### src/rtl/simplez_pkg.sv
// Shared definitions for the Simplez RAM arbiter: default widths, owner
// state encodings, requester ids and the RAM rw encoding.
package simplez_pkg;

    localparam int unsigned AW_DEF = 9;
    localparam int unsigned DW_DEF = 12;

    typedef enum logic [1:0] {
        ARB_IDLE = 2'd0,
        ARB_OWN0 = 2'd1,
        ARB_OWN1 = 2'd2
    } arb_owner_e;

    typedef enum logic {
        REQ_M0 = 1'b0,
        REQ_M1 = 1'b1
    } req_id_e;

    localparam logic RW_READ  = 1'b1;
    localparam logic RW_WRITE = 1'b0;

endpackage

### src/rtl/simplez_arb_pick.sv
// Combinational winner select for the Simplez RAM arbiter.
// Optional macro SIMPLEZ_ARB_RR_EN: round-robin on an idle tie instead of
// fixed M0 priority.
module simplez_arb_pick
    import simplez_pkg::*;
#(
    parameter int unsigned MAX_HOLD = 4,
    parameter int unsigned HW       = $clog2(MAX_HOLD) + 1
) (
    input  logic [1:0]    req_i,
    input  arb_owner_e    owner_i,
    input  logic [HW-1:0] hold_cnt_i,
    input  req_id_e       last_i,
    output logic [1:0]    gnt_o
);

    localparam logic [HW-1:0] HOLD_LIM = HW'(MAX_HOLD - 1);

`ifndef SIMPLEZ_ARB_RR_EN
    logic unused_last;
    assign unused_last = last_i;
`endif

    // Lone requester wins; on contention the owner keeps the port until its hold limit.
    always_comb begin
        gnt_o = '0;
        if (req_i == 2'b01) begin
            gnt_o = 2'b01;
        end else if (req_i == 2'b10) begin
            gnt_o = 2'b10;
        end else if (req_i == 2'b11) begin
            case (owner_i)
                ARB_OWN0: gnt_o = (hold_cnt_i < HOLD_LIM) ? 2'b01 : 2'b10;
                ARB_OWN1: gnt_o = (hold_cnt_i < HOLD_LIM) ? 2'b10 : 2'b01;
                default: begin
`ifdef SIMPLEZ_ARB_RR_EN
                    gnt_o = (last_i == REQ_M0) ? 2'b10 : 2'b01;
`else
                    gnt_o = 2'b01;
`endif
                end
            endcase
        end
    end

endmodule

### src/rtl/simplez_ram_arbiter.sv
// Two-requester arbiter for the single-port Simplez program RAM.
// Optional macro SIMPLEZ_ARB_RR_EN selects round-robin idle tie-break.
module simplez_ram_arbiter
    import simplez_pkg::*;
#(
    parameter int unsigned AW       = AW_DEF,
    parameter int unsigned DW       = DW_DEF,
    parameter int unsigned MAX_HOLD = 4
) (
    input  logic          clk,
    input  logic          rst,
    input  logic          m0_req,
    input  logic          m0_we,
    input  logic [AW-1:0] m0_addr,
    input  logic [DW-1:0] m0_wdata,
    output logic          m0_gnt,
    output logic          m0_rvalid,
    output logic [DW-1:0] m0_rdata,
    input  logic          m1_req,
    input  logic          m1_we,
    input  logic [AW-1:0] m1_addr,
    input  logic [DW-1:0] m1_wdata,
    output logic          m1_gnt,
    output logic          m1_rvalid,
    output logic [DW-1:0] m1_rdata,
    output logic          ram_cs,
    output logic          ram_rw,
    output logic [AW-1:0] ram_addr,
    output logic [DW-1:0] ram_din,
    input  logic [DW-1:0] ram_dout,
    output logic          busy
);

    localparam int unsigned   HW       = $clog2(MAX_HOLD) + 1;
    localparam logic [HW-1:0] HOLD_LIM = HW'(MAX_HOLD - 1);

    arb_owner_e    owner_q, owner_d;
    logic [HW-1:0] hold_cnt_q, hold_cnt_d;
    req_id_e       last_q, last_d;
    logic [1:0]    rd_pend_q, rd_pend_d;
    logic [DW-1:0] m0_rdata_q, m1_rdata_q;
    logic [1:0]    pick_gnt;
    logic [1:0]    gnt;

    simplez_arb_pick #(
        .MAX_HOLD (MAX_HOLD),
        .HW       (HW)
    ) u_pick (
        .req_i      ({m1_req, m0_req}),
        .owner_i    (owner_q),
        .hold_cnt_i (hold_cnt_q),
        .last_i     (last_q),
        .gnt_o      (pick_gnt)
    );

    // Grants are suppressed while reset is held so the RAM sees no access.
    assign gnt    = rst ? 2'b00 : pick_gnt;
    assign m0_gnt = gnt[0];
    assign m1_gnt = gnt[1];
    assign ram_cs = |gnt;

    // Route the winner's address, data and direction onto the RAM port.
    always_comb begin
        ram_rw   = RW_READ;
        ram_addr = '0;
        ram_din  = '0;
        if (gnt[0]) begin
            ram_rw   = m0_we ? RW_WRITE : RW_READ;
            ram_addr = m0_addr;
            ram_din  = m0_wdata;
        end else if (gnt[1]) begin
            ram_rw   = m1_we ? RW_WRITE : RW_READ;
            ram_addr = m1_addr;
            ram_din  = m1_wdata;
        end
    end

    // Next owner, hold count, last winner and read-pending flags.
    always_comb begin
        owner_d    = owner_q;
        hold_cnt_d = hold_cnt_q;
        last_d     = last_q;
        rd_pend_d  = {gnt[1] & ~m1_we, gnt[0] & ~m0_we};
        if (gnt[0]) begin
            last_d = REQ_M0;
            if (owner_q == ARB_OWN0) begin
                if (hold_cnt_q < HOLD_LIM) hold_cnt_d = hold_cnt_q + 1'b1;
            end else begin
                owner_d    = ARB_OWN0;
                hold_cnt_d = '0;
            end
        end else if (gnt[1]) begin
            last_d = REQ_M1;
            if (owner_q == ARB_OWN1) begin
                if (hold_cnt_q < HOLD_LIM) hold_cnt_d = hold_cnt_q + 1'b1;
            end else begin
                owner_d    = ARB_OWN1;
                hold_cnt_d = '0;
            end
        end else begin
            owner_d    = ARB_IDLE;
            hold_cnt_d = '0;
        end
    end

    // Arbitration state register; reset drops any pending read response.
    always_ff @(posedge clk) begin
        if (rst) begin
            owner_q    <= ARB_IDLE;
            hold_cnt_q <= '0;
            last_q     <= REQ_M1;
            rd_pend_q  <= '0;
        end else begin
            owner_q    <= owner_d;
            hold_cnt_q <= hold_cnt_d;
            last_q     <= last_d;
            rd_pend_q  <= rd_pend_d;
        end
    end

    // Per-port read data hold registers, loaded when that port's response arrives.
    always_ff @(posedge clk) begin
        if (rst) begin
            m0_rdata_q <= '0;
            m1_rdata_q <= '0;
        end else begin
            if (rd_pend_q[0]) m0_rdata_q <= ram_dout;
            if (rd_pend_q[1]) m1_rdata_q <= ram_dout;
        end
    end

    assign m0_rvalid = ~rst & rd_pend_q[0];
    assign m1_rvalid = ~rst & rd_pend_q[1];
    assign m0_rdata  = rst ? '0 : (rd_pend_q[0] ? ram_dout : m0_rdata_q);
    assign m1_rdata  = rst ? '0 : (rd_pend_q[1] ? ram_dout : m1_rdata_q);
    assign busy      = ~rst & (|rd_pend_q);

endmodule

### config.mk
export PLATFORM = sky130hd
export DESIGN_NAME = simplez_ram_arbiter
export DESIGN_NICKNAME = d
export VERILOG_FILES = /design/src/rtl/simplez_pkg.sv /design/src/rtl/simplez_arb_pick.sv /design/src/rtl/simplez_ram_arbiter.sv
export SDC_FILE = /design/constraint.sdc
export NUM_CORES = 1
export LEC_CHECK = 0
export BUFFER_PORTS_ARGS = -buffer_cell sky130_fd_sc_hd__buf_2
export CORE_MARGIN = 10
export CORE_UTILIZATION = 40
export DETAILED_ROUTE_END_ITERATION = 12
export HOLD_SLACK_MARGIN = 0.08
export PLACE_DENSITY = 0.86
export SYNTH_ARGS = -nofsm -noshare
export SYNTH_HDL_FRONTEND = slang
export SYNTH_HIERARCHICAL = 1
export SYNTH_SLANG_ARGS = --single-unit
### constraint.sdc
create_clock -name clk -period 2.15 [get_ports clk]
set_input_delay 0.1075 -clock clk [delete_from_list [all_inputs] [get_ports clk]]
set_output_delay 0.1075 -clock clk [all_outputs]
set_load 0.03 [all_outputs]
==> results.json, run 1 <==
{
  "status": "finished, violations left",
  "violations": "setup timing",
  "finalHoldViolCount": 0,
  "grt_max_degree": 34,
  "seqPwrFrac_pct": 44.6,
  "switchingPower_mw": 0.415,
  "holdCritPathClass": "input pin to flip-flop",
  "drv_slew": 0,
  "fin_cells": 324,
  "power.share.combinational_pct": 29.8,
  "numCtsBuffers": 5,
  "maxCapViolCount": 0,
  "fillers": 224,
  "drive_above_1_share_pct": 54.3,
  "clock-root-buffer": "clkbuf_4",
  "htreeDepth": 2,
  "place_congestion": 0.741,
  "crit_chain": "a21oi_4 > mux2i_2 > a31oi_4 > buf_6 > nor2b_4 > buf_12 > a22o_1 > buf_6",
  "globalRouteOverflowTotal": 0,
  "num_antenna_cells": 0,
  "regArea_um2": 634,
  "hold_slack_ns": 0.0751,
  "drt_iter0_markers": 77,
  "maxSlewHeadroom_pct": 57.3,
  "setup_viol": 23,
  "cts_buffer_depth": 2,
  "clock_latency_ns": 0.33,
  "power.leakage_nw": 1.25,
  "worstMarginPinSlew_ns": 0.640,
  "die-area_um2": 6420,
  "end_kind": "primary output",
  "drt-total-wl_mm": 6.25,
  "core-area_um2": 3420,
  "pin_count": 112,
  "postRouteAntennaNets": 0,
  "rsz0062_at_grt": "yes",
  "cts_tree": "yes",
  "synth_area_um2": 1450,
  "period_minus_slack_ns": 2.30,
  "grt_first_pass_wirelength_mm": 8.85,
  "skew_ns": 0.00501,
  "die_w_um": 80.1,
  "drtPass1Iterations": 4,
  "syn_inst": 145,
  "routed_via_density": 5.08,
  "fmax_ghz": 0.434,
  "swShare_pct": 30.9,
  "fin_ws_ns": -0.152,
  "crit_path_top_delay_cell": "dfxtp_4",
  "dp.cells": 297,
  "cp_data_arrival_time_ns": 2.19,
  "clock_sinks": 31,
  "dp_hpwl_mm": 3.97,
  "fin_area_um2": 2590,
  "antenna_found_initial": 0,
  "path_max_fanout": 7,
  "syn-num-nets": 208,
  "multi_input_area_um2": 831,
  "cp-start-kind": "flip-flop",
  "vias": 1646,
  "yosys_warnings": 6,
  "p_int_mw": 0.929,
  "worstSetupPathType": "flip-flop to primary output",
  "routedWlPerCell_um": 19.3,
  "power_frac_clock_pct": 25.6,
  "p_per_area_nw_per_um2": 519,
  "track_usage_pct": 17.6,
  "placed_area_um2": 2060,
  "avgSynthCellArea_um2": 9.98,
  "die_y_um": 80.1,
  "initial_core_util_pct": 42.3,
  "std_cell_rows": 21,
  "vdd_drop_max_v": 0.000365,
  "clk_pin_slew_ns": 0.09,
  "drc": 0,
  "finalNetCount": 341,
  "grt_pass1_vias": 1773,
  "post-route-period-util_pct": 107,
  "io_buffer_count": 111,
  "critPathMaxStageDelay_ns": 0.36,
  "area_growth_pct": 79.0,
  "required_ns": 2.04,
  "crit_top_cell": "buf_6"
}
cells in the final DEF (no fill, tap or decap), types with 2 or more instances in the layout:
master / instances
nor2b_1: 5
mux2i_1: 25
dlygate4sd3_1: 11
buf_6: 29
buf_4: 5
clkbuf_4: 5
ha_4: 2
dfxtp_2: 2
nand2b_1: 2
a221oi_1: 2
dfxtp_1: 26
clkbuf_16: 2
inv_1: 3
dfxtp_4: 3
inv_2: 2
a22o_1: 21
buf_2: 88
nor2_1: 25
state kept, by name, summed over array words and instances, names as in the netlist:
| signal | flops |
|---|---|
| owner_q | 2 |
| m0_rdata_q | 12 |
| rd_pend_q | 2 |
| hold_cnt_q | 3 |
| m1_rdata_q | 12 |
power by group through the flow:
stage	registers (mW)	clock network [mW]	logic (mW)
4_1_cts	0.599	0.349	0.342
6_report	0.600	0.343	0.401
3_5_place_dp	0.613	0	0.295
3_3_place_gp	0.613	0	0.290
2_1_floorplan	0.610	0	0.181
5_1_grt	0.603	0.388	0.422
area by class of cell:
cell class              count  share of cell area, %
multi-input cells          98                   32.1
inverters                   6                  0.967
clock buffers               6                   1.98
flip-flops and latches     31                   24.5
clock inverters             1                  0.193
well taps                  46                   2.22
repair buffers            136                   38.0
path summary, 6_finish.rpt:
check                           startpoint                  endpoint  slack [ns]  cells after the start
setup reg to reg  hold_cnt_q[1]$_SDFF_PP0_  hold_cnt_q[0]$_SDFF_PP0_        0.37                      5
hold reg to reg      m1_rdata_q[9]$_DFF_P_     m1_rdata_q[9]$_DFF_P_        0.51                      2
hold / removal                 ram_dout[6]     m1_rdata_q[6]$_DFF_P_        0.08                      3
setup / recovery  hold_cnt_q[1]$_SDFF_PP0_                ram_din[1]       -0.15                      8
routing by layer:
metal	GRT usage (%)	wire, um	up-vias
met5	0	0	-
met4	5.99	230	0
met3	8.91	533	18
met2	32.3	3400	79
met1	16.3	2090	768
li1	-	-	781
stage by stage:
step / power (mW) / util (%) / TNS [ns] / setup WS, ns
6_report: 1.34 / 75.8 / -2.53 / -0.152
5_1_grt: 1.41 / 75.8 / -4.64 / -0.245
4_1_cts: 1.29 / 69.7 / -0.717 / -0.0531
3_5_place_dp: 0.908 / 60.2 / 0 / 0.158
3_3_place_gp: 0.903 / 60.2 / 0 / 0.214
2_1_floorplan: 0.791 / - / 0 / 0.145
critical path, delay by kind of cell (launching register included):
family,cells,cell delay [ns]
buffers and inverters,3,0.48
muxes,1,0.28
AOI/OAI and AO/OA,3,0.60
DFF,1,0.36
and+or+nand+nor,1,0.15
what timing repair did:
item | in CTS | in global routing
gates resized for setup | 44 | 39
endpoints found under the setup margin | 24 | 24
pin swaps | 7 | 22
setup buffers | 3 | 1
hold endpoints to repair | 16 | 0
gates cloned | 2 | 4
hold buffers | 11 | 0
Power figures use the tool's default switching activity.
==> run 2, diff against run 1 <==
--- a/config.mk
+++ b/config.mk
@@ -7,10 +7,10 @@
 export LEC_CHECK = 0
 export BUFFER_PORTS_ARGS = -buffer_cell sky130_fd_sc_hd__buf_2
 export CORE_MARGIN = 10
-export CORE_UTILIZATION = 40
+export CORE_UTILIZATION = 36
 export DETAILED_ROUTE_END_ITERATION = 12
 export HOLD_SLACK_MARGIN = 0.08
-export PLACE_DENSITY = 0.86
+export PLACE_DENSITY = 0.82
 export SYNTH_ARGS = -nofsm -noshare
 export SYNTH_HDL_FRONTEND = slang
 export SYNTH_HIERARCHICAL = 1
==> constraint.sdc (replaced) <==
create_clock -name clk -period 1.9 [get_ports clk]
set_input_delay 0.095 -clock clk [delete_from_list [all_inputs] [get_ports clk]]
set_output_delay 0.095 -clock clk [all_outputs]
set_load 0.03 [all_outputs]
==> run 2 against run 1 <==
The run still ends with setup timing left. First-iteration DRC count fell by 17%. Core utilization is 9.7 points lower. Setup slack got worse by 0.082 ns. Clock power is 42% higher. Combinational power up 7.2%. Sequential share of layout area increased by 0.53 points. Largest cell class unchanged.
==> results.json, run 2 (synthesis results as in run 1) <==
{
  "layout_commonest_cell": "buf_2",
  "clock_sinks": 31,
  "die-area_um2": 6950,
  "hold_slack_ns": 0.109,
  "p_int_mw": 1.12,
  "period_minus_slack_ns": 2.13,
  "placed_area_um2": 2100,
  "status": "finished, violations left",
  "tns_ns": -4.11,
  "clock-root-buffer": "clkbuf_8",
  "die_w_um": 83.4,
  "power_frac_clock_pct": 30.6,
  "drt-total-wl_mm": 5.48,
  "worstMarginPinSlew_ns": 0.317,
  "drt_iter0_markers": 64,
  "die_y_um": 83.4,
  "violations": "setup timing",
  "initial_core_util_pct": 38.4,
  "cp-start-kind": "flip-flop",
  "cts_buffer_depth": 2,
  "vias": 1590,
  "grt_first_pass_wirelength_mm": 8.38,
  "switchingPower_mw": 0.470,
  "dp_hpwl_mm": 3.90,
  "track_usage_pct": 14.2,
  "holdCritPathClass": "input pin to flip-flop",
  "routedWlPerCell_um": 17.2,
  "fin_area_um2": 2490,
  "required_ns": 1.80,
  "swShare_pct": 29.5,
  "cp_data_arrival_time_ns": 2.04,
  "path_max_fanout": 12,
  "antenna_found_initial": 0,
  "fillers": 276,
  "routed_via_density": 4.98,
  "io_buffer_count": 111,
  "num_antenna_cells": 0,
  "power.share.combinational_pct": 27.0,
  "final_util_pct": 66.1,
  "place_congestion": 0.791,
  "cts_tree": "yes",
  "grt_pass1_vias": 1745,
  "std_cell_rows": 22,
  "skew_ns": 0.00458,
  "postRouteAntennaNets": 0,
  "layout_common_cells": "buf_2, buf_6, dfxtp_1, mux2i_1, nor2_1",
  "dp.cells": 305,
  "htreeDepth": 2,
  "numCtsBuffers": 5,
  "finalHoldViolCount": 0,
  "fin_ws_ns": -0.235,
  "drc": 0,
  "fmax_ghz": 0.468,
  "finalNetCount": 333,
  "fin_cells": 319,
  "end_kind": "primary output",
  "p_per_area_nw_per_um2": 639,
  "reg_top3": "m0_rdata_q x12, m1_rdata_q x12, hold_cnt_q x3",
  "grt_max_degree": 31,
  "pin_count": 112,
  "post-route-period-util_pct": 112,
  "drive_above_1_share_pct": 56.8,
  "worstSetupPathType": "flip-flop to primary output",
  "p_total_mw": 1.59,
  "clk_pin_slew_ns": 0.07,
  "area_growth_pct": 72.4,
  "clock_latency_ns": 0.28,
  "seqPwrFrac_pct": 42.5,
  "core-area_um2": 3770,
  "globalRouteOverflowTotal": 0,
  "maxCapViolCount": 0,
  "drtPass1Iterations": 4,
  "rsz0062_at_grt": "yes",
  "setup_viol": 23,
  "power.leakage_nw": 1.21,
  "drv_slew": 0,
  "vdd_drop_max_v": 0.000402,
  "pre_cts_ws_ns": -0.0744,
  "maxSlewHeadroom_pct": 78.8
}
[run 2: what timing repair did]
action,CTS,global route
hold endpoints to repair,2,0
gates cloned,2,0
pin swaps,5,4
endpoints found under the setup margin,24,25
setup buffers,1,1
resized for setup,56,26
hold buffers,2,0
[run 2: power by group through the flow]
stage          Sequential (mW)  Clock, mW  Combinational, mW
2_1_floorplan            0.690          0              0.208
3_3_place_gp             0.689          0              0.339
3_5_place_dp             0.689          0              0.344
4_1_cts                  0.676      0.490              0.403
5_1_grt                  0.678      0.530              0.455
6_report                 0.676      0.487              0.430
[run 2: final cells by class]
type	count	area, um2	share of cell area (%)
Clock buffer	7	76.3	3.06
Inverter	6	22.5	0.903
Multi-Input combinational cell	98	837	33.6
Clock inverter	1	5.00	0.201
Timing Repair Buffer	128	868	34.8
Sequential cell	31	624	25.0
Tap cell	48	60.1	2.41
[run 2: final timing paths]
kind | slack (ns) | from | endpoint | depth (start not counted)
max | -0.23 | hold_cnt_q[1]$_SDFF_PP0_ | ram_din[5] | 7
max reg2reg | 0.18 | hold_cnt_q[1]$_SDFF_PP0_ | hold_cnt_q[0]$_SDFF_PP0_ | 5
min | 0.11 | ram_dout[7] | m1_rdata_q[7]$_DFF_P_ | 3
min reg2reg | 0.50 | m1_rdata_q[7]$_DFF_P_ | m1_rdata_q[7]$_DFF_P_ | 2
[run 2: critical path: stages, from the launching register on]
cell	delay (ns)
dfxtp_2	0.34
a21oi_4	0.20
mux2i_4	0.27
a31oi_4	0.14
nor3b_4	0.31
buf_6	0.19
a22o_1	0.17
buf_6	0.14
[run 2: layer usage]
layer  vias to the layer above  share of wire (%)  track usage [%]
li1                        764                  -                -
met1                       747                 36             13.6
met2                        58                 53             26.1
met3                        21                8.2             6.35
met4                         0                3.3             4.92
met5                         -                  0                0
